[config.mk]
export PLATFORM = sky130hd
export DESIGN_NAME = perf_test_sequencer
export DESIGN_NICKNAME = d
export VERILOG_FILES = /design/src/rtl/perf_seq_pkg.sv /design/src/rtl/perf_seq_sat_cnt.sv /design/src/rtl/perf_test_sequencer.sv
export SDC_FILE = /design/constraint.sdc
export NUM_CORES = 1
export LEC_CHECK = 0
export ABC_CLOCK_PERIOD_IN_PS = 6600
export CAP_MARGIN = 25
export CORE_MARGIN = 2
export CORE_UTILIZATION = 55
export DETAILED_ROUTE_END_ITERATION = 6
export GPL_TIMING_DRIVEN = 0
export MAX_ROUTING_LAYER = met4
export PLACE_DENSITY = 0.86
export SLEW_MARGIN = 20
export SYNTH_ARGS = -nofsm -noshare
export SYNTH_HDL_FRONTEND = slang
export SYNTH_SLANG_ARGS = --single-unit
[constraint.sdc]
create_clock -name clk -period 6.6 [get_ports clk]
set_input_delay 0.66 -clock clk [delete_from_list [all_inputs] [get_ports clk]]
set_output_delay 0.66 -clock clk [all_outputs]
set_load 0.05 [all_outputs]
[src/rtl/perf_seq_pkg.sv]
// Shared types and encodings for the perf-test iteration sequencer.
package perf_seq_pkg;

  typedef enum logic [2:0] {
    StIdle,
    StLaunch,
    StWait,
    StNext,
    StDone
  } seq_state_e;

  localparam logic [1:0] MODE_RD     = 2'b00;
  localparam logic [1:0] MODE_WR     = 2'b01;
  localparam logic [1:0] MODE_SERIAL = 2'b10;
  localparam logic [1:0] MODE_CONC   = 2'b11;

  localparam int unsigned ERR_RD      = 0;
  localparam int unsigned ERR_WR      = 1;
  localparam int unsigned ERR_TIMEOUT = 2;

  // Engines launched for a mode/phase, packed as {wr, rd}.
  function automatic logic [1:0] launch_mask(input logic [1:0] mode, input logic phase);
    case (mode)
      MODE_RD:     return 2'b01;
      MODE_WR:     return 2'b10;
      MODE_SERIAL: return phase ? 2'b10 : 2'b01;
      default:     return 2'b11;
    endcase
  endfunction

endpackage

[src/rtl/perf_seq_sat_cnt.sv]
// Saturating up-counter with synchronous clear (clear wins over enable).
module perf_seq_sat_cnt #(
  parameter int unsigned Width = 64
) (
  input  logic             clk_i,
  input  logic             rst_ni,
  input  logic             clr_i,
  input  logic             en_i,
  output logic [Width-1:0] cnt_o
);

  logic [Width-1:0] cnt_d, cnt_q;

  always_comb begin
    cnt_d = cnt_q;
    if (clr_i) begin
      cnt_d = '0;
    end else if (en_i && (cnt_q != '1)) begin
      cnt_d = cnt_q + Width'(1);
    end
  end

  always_ff @(posedge clk_i) begin
    if (!rst_ni) cnt_q <= '0;
    else         cnt_q <= cnt_d;
  end

  assign cnt_o = cnt_q;

endmodule

[src/rtl/perf_test_sequencer.sv]
// Iteration controller: launches read/write engines per mode and loop count, gathers stats.
// Define PERF_SEQ_TIMEOUT_EN to add the per-iteration WAIT watchdog (seq_error bit2).
module perf_test_sequencer
  import perf_seq_pkg::*;
#(
  parameter int unsigned CNT_WIDTH  = 64,
  parameter int unsigned ITER_WIDTH = 32
) (
  input  logic                  clk,
  input  logic                  resetn,
  input  logic                  seq_start_pulse,
  input  logic [1:0]            seq_mode,
  input  logic [ITER_WIDTH-1:0] loop_count,
  input  logic [31:0]           timeout_cycles,
  input  logic                  rd_done_pulse,
  input  logic [1:0]            rd_error,
  input  logic                  wr_done_pulse,
  input  logic                  wr_error,
  output logic                  rd_start_pulse,
  output logic                  wr_start_pulse,
  output logic                  seq_busy,
  output logic                  seq_done_pulse,
  output logic [2:0]            seq_error,
  output logic [ITER_WIDTH-1:0] iter_count,
  output logic [CNT_WIDTH-1:0]  total_cycles,
  output logic [CNT_WIDTH-1:0]  rd_cycles,
  output logic [CNT_WIDTH-1:0]  wr_cycles
);

  seq_state_e            state_q, state_d;
  logic [1:0]            mode_q, mode_d;
  logic [ITER_WIDTH-1:0] loop_q, loop_d, iter_q, iter_d, iter_inc;
  logic                  phase_q, phase_d;
  logic                  rd_flag_q, rd_flag_d, wr_flag_q, wr_flag_d;
  logic                  rd_start_q, rd_start_d, wr_start_q, wr_start_d;
  logic                  busy_q, busy_d, done_q, done_d;
  logic [2:0]            err_q, err_d, err_nx;
  logic [1:0]            need;
  logic                  rd_hit, wr_hit, all_fin, start_acc;
  logic                  total_en, rd_en, wr_en;

`ifdef PERF_SEQ_TIMEOUT_EN
  logic [31:0] wd_q, wd_d;
  logic        timeout_hit;
  assign timeout_hit = (timeout_cycles != 32'd0) && ((wd_q + 32'd1) == timeout_cycles);
`else
  logic unused_timeout;
  assign unused_timeout = ^timeout_cycles;
`endif

  assign need      = launch_mask(mode_q, phase_q);
  assign iter_inc  = iter_q + ITER_WIDTH'(1);
  assign start_acc = (state_q == StIdle) && seq_start_pulse;
  // Only the first done from an engine launched in this phase counts.
  assign rd_hit    = (state_q == StWait) && rd_done_pulse && need[0] && !rd_flag_q;
  assign wr_hit    = (state_q == StWait) && wr_done_pulse && need[1] && !wr_flag_q;
  assign all_fin   = (rd_flag_q | rd_hit | ~need[0]) & (wr_flag_q | wr_hit | ~need[1]);

  always_comb begin
    err_nx = err_q;
    if (rd_hit && (rd_error != 2'b00)) err_nx[ERR_RD] = 1'b1;
    if (wr_hit && wr_error)            err_nx[ERR_WR] = 1'b1;
  end

  always_comb begin
    state_d    = state_q;
    mode_d     = mode_q;
    loop_d     = loop_q;
    iter_d     = iter_q;
    phase_d    = phase_q;
    rd_flag_d  = rd_flag_q;
    wr_flag_d  = wr_flag_q;
    busy_d     = busy_q;
    err_d      = err_q;
    rd_start_d = 1'b0;
    wr_start_d = 1'b0;
    done_d     = 1'b0;
`ifdef PERF_SEQ_TIMEOUT_EN
    wd_d       = wd_q;
`endif
    case (state_q)
      StIdle: begin
        if (seq_start_pulse) begin
          mode_d  = seq_mode;
          loop_d  = loop_count;
          iter_d  = '0;
          err_d   = '0;
          phase_d = 1'b0;
          if (loop_count == '0) begin
            state_d = StDone;
            done_d  = 1'b1;
          end else begin
            state_d = StLaunch;
            busy_d  = 1'b1;
            {wr_start_d, rd_start_d} = launch_mask(seq_mode, 1'b0);
          end
        end
      end
      StLaunch: begin
        rd_flag_d = 1'b0;
        wr_flag_d = 1'b0;
        state_d   = StWait;
`ifdef PERF_SEQ_TIMEOUT_EN
        wd_d      = '0;
`endif
      end
      StWait: begin
        rd_flag_d = rd_flag_q | rd_hit;
        wr_flag_d = wr_flag_q | wr_hit;
        err_d     = err_nx;
`ifdef PERF_SEQ_TIMEOUT_EN
        wd_d      = wd_q + 32'd1;
`endif
        if (all_fin) begin
          if (err_nx != '0) begin
            state_d = StDone;
            done_d  = 1'b1;
            busy_d  = 1'b0;
          end else if ((mode_q == MODE_SERIAL) && !phase_q) begin
            phase_d    = 1'b1;
            state_d    = StLaunch;
            wr_start_d = 1'b1;
          end else begin
            state_d = StNext;
          end
        end
`ifdef PERF_SEQ_TIMEOUT_EN
        else if (timeout_hit) begin
          err_d[ERR_TIMEOUT] = 1'b1;
          state_d            = StDone;
          done_d             = 1'b1;
          busy_d             = 1'b0;
        end
`endif
      end
      StNext: begin
        iter_d = iter_inc;
        if (iter_inc == loop_q) begin
          state_d = StDone;
          done_d  = 1'b1;
          busy_d  = 1'b0;
        end else begin
          state_d = StLaunch;
          phase_d = 1'b0;
          {wr_start_d, rd_start_d} = launch_mask(mode_q, 1'b0);
        end
      end
      StDone:  state_d = StIdle;
      default: state_d = StIdle;
    endcase
  end

  always_ff @(posedge clk) begin
    if (!resetn) begin
      state_q    <= StIdle;
      mode_q     <= '0;
      loop_q     <= '0;
      iter_q     <= '0;
      phase_q    <= 1'b0;
      rd_flag_q  <= 1'b0;
      wr_flag_q  <= 1'b0;
      rd_start_q <= 1'b0;
      wr_start_q <= 1'b0;
      busy_q     <= 1'b0;
      done_q     <= 1'b0;
      err_q      <= '0;
`ifdef PERF_SEQ_TIMEOUT_EN
      wd_q       <= '0;
`endif
    end else begin
      state_q    <= state_d;
      mode_q     <= mode_d;
      loop_q     <= loop_d;
      iter_q     <= iter_d;
      phase_q    <= phase_d;
      rd_flag_q  <= rd_flag_d;
      wr_flag_q  <= wr_flag_d;
      rd_start_q <= rd_start_d;
      wr_start_q <= wr_start_d;
      busy_q     <= busy_d;
      done_q     <= done_d;
      err_q      <= err_d;
`ifdef PERF_SEQ_TIMEOUT_EN
      wd_q       <= wd_d;
`endif
    end
  end

  // An engine is outstanding from its launch cycle through its done cycle.
  assign total_en = (state_q == StLaunch) || (state_q == StWait) || (state_q == StNext);
  assign rd_en    = need[0] && ((state_q == StLaunch) || ((state_q == StWait) && !rd_flag_q));
  assign wr_en    = need[1] && ((state_q == StLaunch) || ((state_q == StWait) && !wr_flag_q));

  perf_seq_sat_cnt #(.Width(CNT_WIDTH)) u_total_cnt (
    .clk_i (clk),
    .rst_ni(resetn),
    .clr_i (start_acc),
    .en_i  (total_en),
    .cnt_o (total_cycles)
  );

  perf_seq_sat_cnt #(.Width(CNT_WIDTH)) u_rd_cnt (
    .clk_i (clk),
    .rst_ni(resetn),
    .clr_i (start_acc),
    .en_i  (rd_en),
    .cnt_o (rd_cycles)
  );

  perf_seq_sat_cnt #(.Width(CNT_WIDTH)) u_wr_cnt (
    .clk_i (clk),
    .rst_ni(resetn),
    .clr_i (start_acc),
    .en_i  (wr_en),
    .cnt_o (wr_cycles)
  );

  assign rd_start_pulse = rd_start_q;
  assign wr_start_pulse = wr_start_q;
  assign seq_busy       = busy_q;
  assign seq_done_pulse = done_q;
  assign seq_error      = err_q;
  assign iter_count     = iter_q;

endmodule

# == After elaboration in Yosys (flattened, before gate mapping) ==
# Cells that the tools add are included.
# word_totals
register_bits,271
in_bits,74
elab_cells,140
# classes
n_addsub,4
eq_ne,19
n_mux,48
bitwise,9
n_reduce_logical,44
# op_table
operator,n
adder 64 x 1 -> 64 bit (second input constant),3
inequality test 64 bit (second input constant),3
one-hot mux 32 bit (2 select lines),1
adder 32 x 1 -> 32 bit (second input constant),1
equality test 32 bit,1
logical NOT 32 bit,1
2-to-1 mux 32 bit,1
2-to-1 mux 1 bit,26
2-to-1 mux 3 bit,6
logical AND 1 bit,17
inequality test 2 bit (second input constant),8
one-hot mux 1 bit (3 select lines),4
one-hot mux 3 bit (4 select lines),1
AND reduction 6 bit,2
one-hot mux 2 bit (2 select lines),2
AND reduction 2 bit,4
nonzero test 2 bit,4
equality test 3 x 2 -> 1 bit (second input constant),2
one-hot mux 1 bit (2 select lines),3
one-hot mux 2 bit (3 select lines),1
one-hot mux 3 bit (2 select lines),1
nonzero test 3 bit,2
OR reduction 2 bit,3
equality test 2 x 1 -> 1 bit (second input constant),2
other kinds (11),25

# == Logic depth before layout (Yosys ltp) ==
# Gate-level depths: netlist (run 1).
# logic_depth
word_depth,10
ltp_mapped,10
ltp_nobuf,9

# == By module ==
# Synthesis (run 1) repeated with hierarchy kept, for this count alone.
# hier_totals
cells_unflattened,1892
area_unflattened_um2,15074.5
# modules_own_cells
module,n_inst,cells_per_inst,area_per_inst_um2
perf_seq_sat_cnt,3,410,3370.7
perf_test_sequencer,1,662,4962.3

# == Worst setup path before layout (run 1) ==
# OpenSTA, ideal clock, no wires.
# synth_timing
kind,register -> register
startpoint,register iter_q[3] (netlist: iter_count[3])
endpoint,register phase_q
arrival_time_ps,4080
required_ps,6540
setup_slack_ps,2460
path_stages_with_launch,11
path_cell_list,dfxtp_1 > buf_4 > nand4_4 > or4_4 > buf_6 > or4_2 > xnor2_1 > or4_1 > or4_4 > nor4_4 > a41o_1
# synth_between
elab_chain_len,4
# synth_rtl
item,line,rtl
start: declaration,perf_test_sequencer.sv:32,"logic [ITER_WIDTH-1:0] loop_q, loop_d, iter_q, iter_d, iter_inc;"
start signal: assignment,perf_test_sequencer.sv:174,iter_q <= iter_d;
adder 32 x 1 -> 32 bit,perf_test_sequencer.sv:52,assign iter_inc = iter_q + ITER_WIDTH'(1);
equality test 32 bit,perf_test_sequencer.sv:138,if (iter_inc == loop_q) begin
inequality test 2 bit (no source line),-,
AND reduction 6 bit (no source line),-,
end signal: assignment,perf_test_sequencer.sv:175,phase_q <= phase_d;
end: declaration,perf_test_sequencer.sv:33,"logic phase_q, phase_d;"
# No other way between the ends.
# A chain may end at the register's enable or synchronous reset.

# == Final worst setup path (run 1) ==
# layout_timing
startpoint,register iter_q[8] (netlist: iter_count[8])
endpoint,register state_q[0]
# layout_between
elab_chain_len,4
# layout_rtl
item,line,rtl
adder 32 x 1 -> 32 bit,perf_test_sequencer.sv:52,
equality test 32 bit,perf_test_sequencer.sv:138,
2-to-1 mux 3 bit,perf_test_sequencer.sv:138,
one-hot mux 3 bit (4 select lines),perf_test_sequencer.sv:81,case (state_q)
end signal: assignment,perf_test_sequencer.sv:155,state_q <= StIdle;
end signal: assignment,perf_test_sequencer.sv:171,state_q <= state_d;
end: declaration,perf_test_sequencer.sv:30,"seq_state_e state_q, state_d;"
# No other way between the ends.

==> impl_metrics.csv, run 1 <==
group,metric,value,unit
clock_network,post-cts-setup-buffer-count,0,
setup_path,cp_max_fo,8,
setup_path,start_kind,"flop",
synthesis,ys_warn_count,0,
place,io_buffers,270,
setup_path,worst-r2r-cell-count,9,
place,gp_congestion,0.956,
detailed_routing,drcViolationCount,0,
clock_network,ctsResizeCount,0,
setup_path,worstPathRequired,7000,ps
global_routing,grt_max_degree,15,
final_layout,drive_above_1_share,0.0433,
setup_path,crit_chain,"nand4_1, or4_4, buf_6, or4_2, xnor2_1, or4_1, or4_4, nor4_4, o21ai_0",
synthesis,yosysUniqueCellTypes,73,
clock_network,clkSinkCount,270,
sta,setup_tns,0,ps
sta,max_slew_margin,0.432,
clock_network,numCtsBuffers,28,
setup_path,timing.critical_path.to_type,"flop",
synthesis,seq_area_frac_synth,0.401,
sta,setup_viol,0,
die,chipHeight,160,um
synthesis,ys_seq_elements,270,
synthesis,synth_top_area_share,0.401,
synthesis,synth_ff_type,"dfxtp_1",
die,die_area,25700,um2
die,die_x,160,um
global_routing,grt_pass1_wl,66300,um
status,run_status,"finished clean",
detailed_routing,drt-pass1-iter-count,5,
hold_path,hold_class,"reg -> reg",
clock_network,cts_tree,"done",
die,pin_count,305,
final_layout,nNetsFinal,2041,
synthesis,yosysMostFrequentCell,"dfxtp_1",
detailed_routing,routedWlPerCell,17.9,um
synthesis,netlist_instances,1662,
power,totalPowerFinal,0.00416,W
synthesis,async_flop_share,0,
setup_path,critPathMaxStageDelay,740,ps
global_routing,grt_usage,0.322,
setup_path,crit_slowest_cell,"or4_2",
synthesis,syn_area_per_cell,8.10,um2
detailed_routing,wl,41400,um
setup_path,rr_startpoint,"iter_count[8]$_SDFFE_PN0P_",
setup_path,path_buf_inv,1,
sta,skew,13.6,ps
final_layout,n_antenna_cell,0,
sta,fin_crit,4190,ps
sta,slew_violations,0,
die,rows,57,
sta,fmax,238,MHz
clock_network,cts_hold_repair.buffers,0,
sta,rsz0062_at_grt,"false",
setup_path,crit_path_end,"state_q[0]$_SDFFE_PN0P_",
synthesis,syn_nets,1740,
setup_path,crit_top_cell,"or4_4",
setup_path,worstSetupStartpoint,"iter_count[8]$_SDFFE_PN0P_",
setup_path,ff2ff_setup_slack,2410,ps
sta,finalCritPeriodShare,0.636,
setup_path,path_depth,9,
setup_path,arrival,4590,ps
detailed_routing,vias,13300,
clock_network,cts_buffer_depth,3,
flow_run,cap_violations,0,
setup_path,worstSetupPathType,"reg -> reg",
clock_network,clk_latency,550,ps
global_routing,first_global_vias,13000,
power,ir_drop,0.239,mV
die,coreArea,24200,um2
clock_network,cts.clk_slew.worst_paths,70,ps
synthesis,synthTopCellsByArea,"dfxtp_1 (40%), xnor2_1 (8.0%), nor2_1 (7.1%)",
place,place_ws,2470,ps
synthesis,ys_top_cells_by_count,"dfxtp_1 (270), nor2_1 (253), nand2_1 (180)",
global_routing,grt_overflow,0,
global_routing,grt_antenna_before_repair,0,
detailed_routing,ant_nets,0,
power,power_density,236,nW/um2
final_layout,syn_to_final_growth,30.9,%
sta,fin_ws,2410,ps
die,start_util,0.557,
detailed_routing,post_drt_via_cell_ratio,5.76,
place,dp_hpwl,30300,um
clock_network,h-tree-depth,1,
sta,worst_slew_pin_slew,846,ps
synthesis,syn_area,13500,um2
setup_path,r2r_end,"state_q[0]$_SDFFE_PN0P_",
detailed_routing,drt_iter0_drc,889,
synthesis,synth_edf_count,0,
synthesis,synth_top_area_cell,"dfxtp_1",
sta,hold_violations,0,
clock_network,cts-root-buf,"clkbuf_16",
setup_path,critical-path-top-delay-family,"simple AND/OR/NAND/NOR gates",
power,p_leak,5.79,nW
[routing by layer]
metal / part of all wire / wire length (um) / track usage
met1: 0.41 / 16900 / 0.387
met2: 0.47 / 19600 / 0.531
met3: 0.084 / 3490 / 0.0721
met4: 0.035 / 1430 / 0.116
met5: 0 / 0 / -
[worst register-to-register path, stage by stage (launching register included)]
cell and delay, ps:
dfxtp_1 490, nand4_1 270, or4_4 550, buf_6 150, or4_2 740, xnor2_1 180
or4_1 500, or4_4 510, nor4_4 490, o21ai_0 190
[sequential cells by signal, indices dropped and copies added, names as in the netlist]
register	flops
iter_count	32
loop_q	32
mode_q	2
phase_q	1
rd_flag_q	1
rd_start_pulse	1
seq_busy	1
seq_done_pulse	1
seq_error	2
state_q	3
u_rd_cnt.cnt_o	64
u_total_cnt.cnt_o	64
u_wr_cnt.cnt_o	64
wr_flag_q	1
wr_start_pulse	1
[cells by family (layout without fill, tap and decap cells)]
group	count (synthesis)	in the layout	share of synthesized area
muxes	5	5	0.00381
adders and majority gates	4	4	0.00372
other	1	1	0.000279
DFF	270	270	0.401
and+or+nand+nor	873	873	0.324
AOI/OAI and AO/OA	171	171	0.0819
xor gates and xnor gates	226	226	0.147
buffers and inverters	112	434	0.0375
[metrics by stage]
step | cell area, um2 | std cells | utilization | hold WS [ps]
global route | 17600 | 2308 | 0.729 | 502
global placement | 16600 | 2256 | 0.685 | 465
CTS | 17600 | 2308 | 0.728 | 484
finish | 17600 | 2308 | 0.729 | 482
detailed placement | 16600 | 2257 | 0.686 | 475
floorplan | 13500 | 1662 | - | 455
[layout by cell type, fill, tap and decap left out, drive strengths merged, types with 3 or more instances in the layout]
master / count
clkdlybuf4s50: 270
dfxtp: 270
nor2: 253
nand2: 180
xnor2: 123
clkbuf: 111
xor2: 103
nand3: 93
nand4: 70
nor3: 67
o21ai: 44
a21oi: 42
and3: 41
nor4: 37
a21boi: 36
inv: 31
and4: 29
nor2b: 29
or3: 22
and2: 13
or4: 11
buf: 10
or2: 7
o21a: 6
nand2b: 5
a31oi: 5
a22oi: 5
clkinv: 5
o31ai: 4
mux2i: 4
o211a: 4
ha: 4
bufinv: 4
or3b: 3
nand4b: 3
o211ai: 3
o2111ai: 3
[report_power, final]
| group | switching, W | total (W) | internal (W) |
|---|---|---|---|
| sequential | 0.0000503 | 0.00173 | 0.00168 |
| combinational | 0.000471 | 0.000693 | 0.000222 |
| clock | 0.000674 | 0.00173 | 0.00106 |
[how the worst min path moves through the flow]
| stage | slack [ps] | depth (start not counted) | to | startpoint |
|---|---|---|---|---|
| after global routing | 500 | 2 | loop_q[21]$_SDFFE_PN0P_ | loop_q[21]$_SDFFE_PN0P_ |
| after floorplan | 460 | 2 | loop_q[4]$_SDFFE_PN0P_ | loop_q[4]$_SDFFE_PN0P_ |
| after global placement | 470 | 2 | loop_q[22]$_SDFFE_PN0P_ | loop_q[22]$_SDFFE_PN0P_ |
| after detailed placement | 480 | 2 | loop_q[21]$_SDFFE_PN0P_ | loop_q[21]$_SDFFE_PN0P_ |
| final | 480 | 2 | loop_q[27]$_SDFFE_PN0P_ | loop_q[27]$_SDFFE_PN0P_ |
| after CTS | 480 | 2 | loop_q[21]$_SDFFE_PN0P_ | loop_q[21]$_SDFFE_PN0P_ |
[cell type report]
class | instances | area [um2]
Buffer | 80 | 385
Clock buffer | 42 | 865
Clock inverter | 9 | 163
Fill cell | 1825 | 6550
Inverter | 32 | 120
Multi-Input combinational cell | 1280 | 7570
Sequential cell | 270 | 5410
Tap cell | 324 | 405
Timing Repair Buffer | 271 | 2710
No activity file was read; power rests on OpenSTA's default activity.
==> run 2: changes to the inputs <==
- ABC_CLOCK_PERIOD_IN_PS: 6600 -> 3600
- CORE_UTILIZATION: 55 -> 46
- PLACE_DENSITY: 0.86 -> 0.77
- clock period: 6.6 -> 3.6 ns (I/O delays scaled with it)
==> impl_metrics.csv, run 2 (synthesized netlist as in run 1, its figures left out) <==
group,metric,value,unit
detailed_routing,post_drt_via_cell_ratio,5.55,
power,power_density,432,nW/um2
clock_network,cts.clk_slew.worst_paths,60,ps
sta,hold_violations,0,
setup_path,cp_max_fo,9,
die,chipHeight,175,um
clock_network,cts_hold_repair.buffers,0,
clock_network,clkSinkCount,270,
die,start_util,0.468,
clock_network,cts-root-buf,"clkbuf_16",
detailed_routing,drt-pass1-iter-count,6,
setup_path,crit_slowest_cell,"or4_4",
setup_path,arrival,3950,ps
detailed_routing,ant_nets,0,
detailed_routing,vias,13200,
clock_network,numCtsBuffers,30,
setup_path,critical-path-top-delay-family,"simple AND/OR/NAND/NOR gates",
global_routing,grt_usage,0.272,
sta,max_slew_margin,0.416,
setup_path,crit_chain,"buf_6, nand4_4, or4_4, buf_6, or4_4, xnor2_1, or4_1, or4_4, nor4_4, buf_6, o32ai_1",
sta,worst_slew_pin_slew,869,ps
setup_path,path_buf_inv,3,
final_layout,syn_to_final_growth,32.4,%
power,p_leak,5.87,nW
detailed_routing,drcViolationCount,0,
clock_network,cts_buffer_depth,3,
sta,fin_crit,3540,ps
sta,fmax,282,MHz
global_routing,first_global_vias,12400,
sta,setup_viol,0,
die,die_area,30700,um2
setup_path,start_kind,"flop",
global_routing,grt_pass1_wl,66300,um
final_layout,layout_commonest_cell,"clkdlybuf4s50_1",
place,dpl_cell_area,16700,um2
sta,rsz0062_at_grt,"false",
place,gp_congestion,1.03,
clock_network,clk_latency,560,ps
final_layout,fillers,2465,
final_layout,drive_above_1_share,0.0557,
status,run_status,"finished clean",
final_layout,final_cell_mix,"clkdlybuf4s50_1 (270), dfxtp_1 (255), nor2_1 (253)",
final_layout,final_cell_area,17800,um2
final_layout,ff_latch_area,5430,um2
die,pin_count,305,
sta,hold-worst-slack,224,ps
global_routing,grt_antenna_before_repair,1,
power,ir_drop,0.360,mV
sta,slew_violations,0,
clock_network,cts_tree,"done",
final_layout,fin_util,0.619,
die,coreArea,28800,um2
setup_path,critPathMaxStageDelay,570,ps
final_layout,nNetsFinal,2048,
setup_path,worstSetupPathType,"reg -> reg",
place,io_buffers,270,
final_layout,multi_input_area,7590,um2
clock_network,h-tree-depth,1,
detailed_routing,routedWlPerCell,17.4,um
die,rows,62,
global_routing,grt_overflow,0,
place,place_inst,2318,
setup_path,worstPathRequired,4010,ps
final_layout,fin_cells,2378,
flow_run,cap_violations,0,
global_routing,grt_max_degree,15,
place,dp_hpwl,30500,um
detailed_routing,drt_iter0_drc,1039,
detailed_routing,wl,41300,um
sta,finalCritPeriodShare,0.984,
setup_path,timing.critical_path.to_type,"flop",
sta,skew,16.1,ps
hold_path,hold_class,"in -> reg",
die,die_x,175,um
run 2: cell count changes in the layout (fill, tap and decap cells not counted), sizes merged:
cell    previous run  this run
diode              0         2
bufinv             4         3
clkinv             5         9
buf               10        15
run 2: layout make-up:
type / count / share of cell area
clock inverters: 12 / 0.00814
clock buffers: 42 / 0.0510
well taps: 384 / 0.0270
repair buffers: 276 / 0.154
multi-input cells: 1280 / 0.426
flip-flops and latches: 270 / 0.305
diodes: 2 / 0.000281
plain buffers: 80 / 0.0220
inverters: 32 / 0.00674
run 2: report_power, final:
part / total (W) / internal, W / switching (W)
clock: 0.00324 / 0.00197 / 0.00127
sequential: 0.00317 / 0.00308 / 0.0000853
combinational: 0.00129 / 0.000410 / 0.000879
run 2: timing repair:
action                     CTS  global route
hold endpoints to repair     0             0
setup buffers                4             0
pin swaps                    5             1
resized for setup            2             2
setup endpoints to repair    7            14
run 2: metrics by stage:
stage,setup TNS [ps],power [W],setup slack [ps]
2_1_floorplan,0,0.00406,47.1
3_3_place_gp,-1100,0.00447,-178
3_5_place_dp,-1420,0.00450,-220
4_1_cts,0,0.00772,31.1
5_1_grt,0,0.00799,6.52
6_report,0,0.00770,59.1
run 2: path summary, 6_finish.rpt:
| kind | start | end | slack, ps | cells past startpoint |
|---|---|---|---|---|
| hold reg to reg | loop_q[17]$_SDFFE_PN0P_ | loop_q[17]$_SDFFE_PN0P_ | 480 | 2 |
| setup / recovery | iter_count[2]$_SDFFE_PN0P_ | wr_start_pulse$_SDFF_PN0_ | 60 | 11 |
| hold / removal | resetn | rd_start_pulse$_SDFF_PN0_ | 220 | 4 |
| setup reg to reg | iter_count[2]$_SDFFE_PN0P_ | wr_start_pulse$_SDFF_PN0_ | 60 | 11 |
run 2: metal layers:
metal | vias up | part of all wire | GRT usage
li1 | 6358 | - | -
met1 | 6248 | 0.42 | 0.336
met2 | 491 | 0.46 | 0.437
met3 | 95 | 0.085 | 0.0668
met4 | 0 | 0.035 | 0.0865
met5 | - | 0 | -
run 2: tightest hold or removal path: stages:
cell and delay, ps:
clkbuf_8 140, o21ai_0 70, or3_1 100, o21ai_1 50
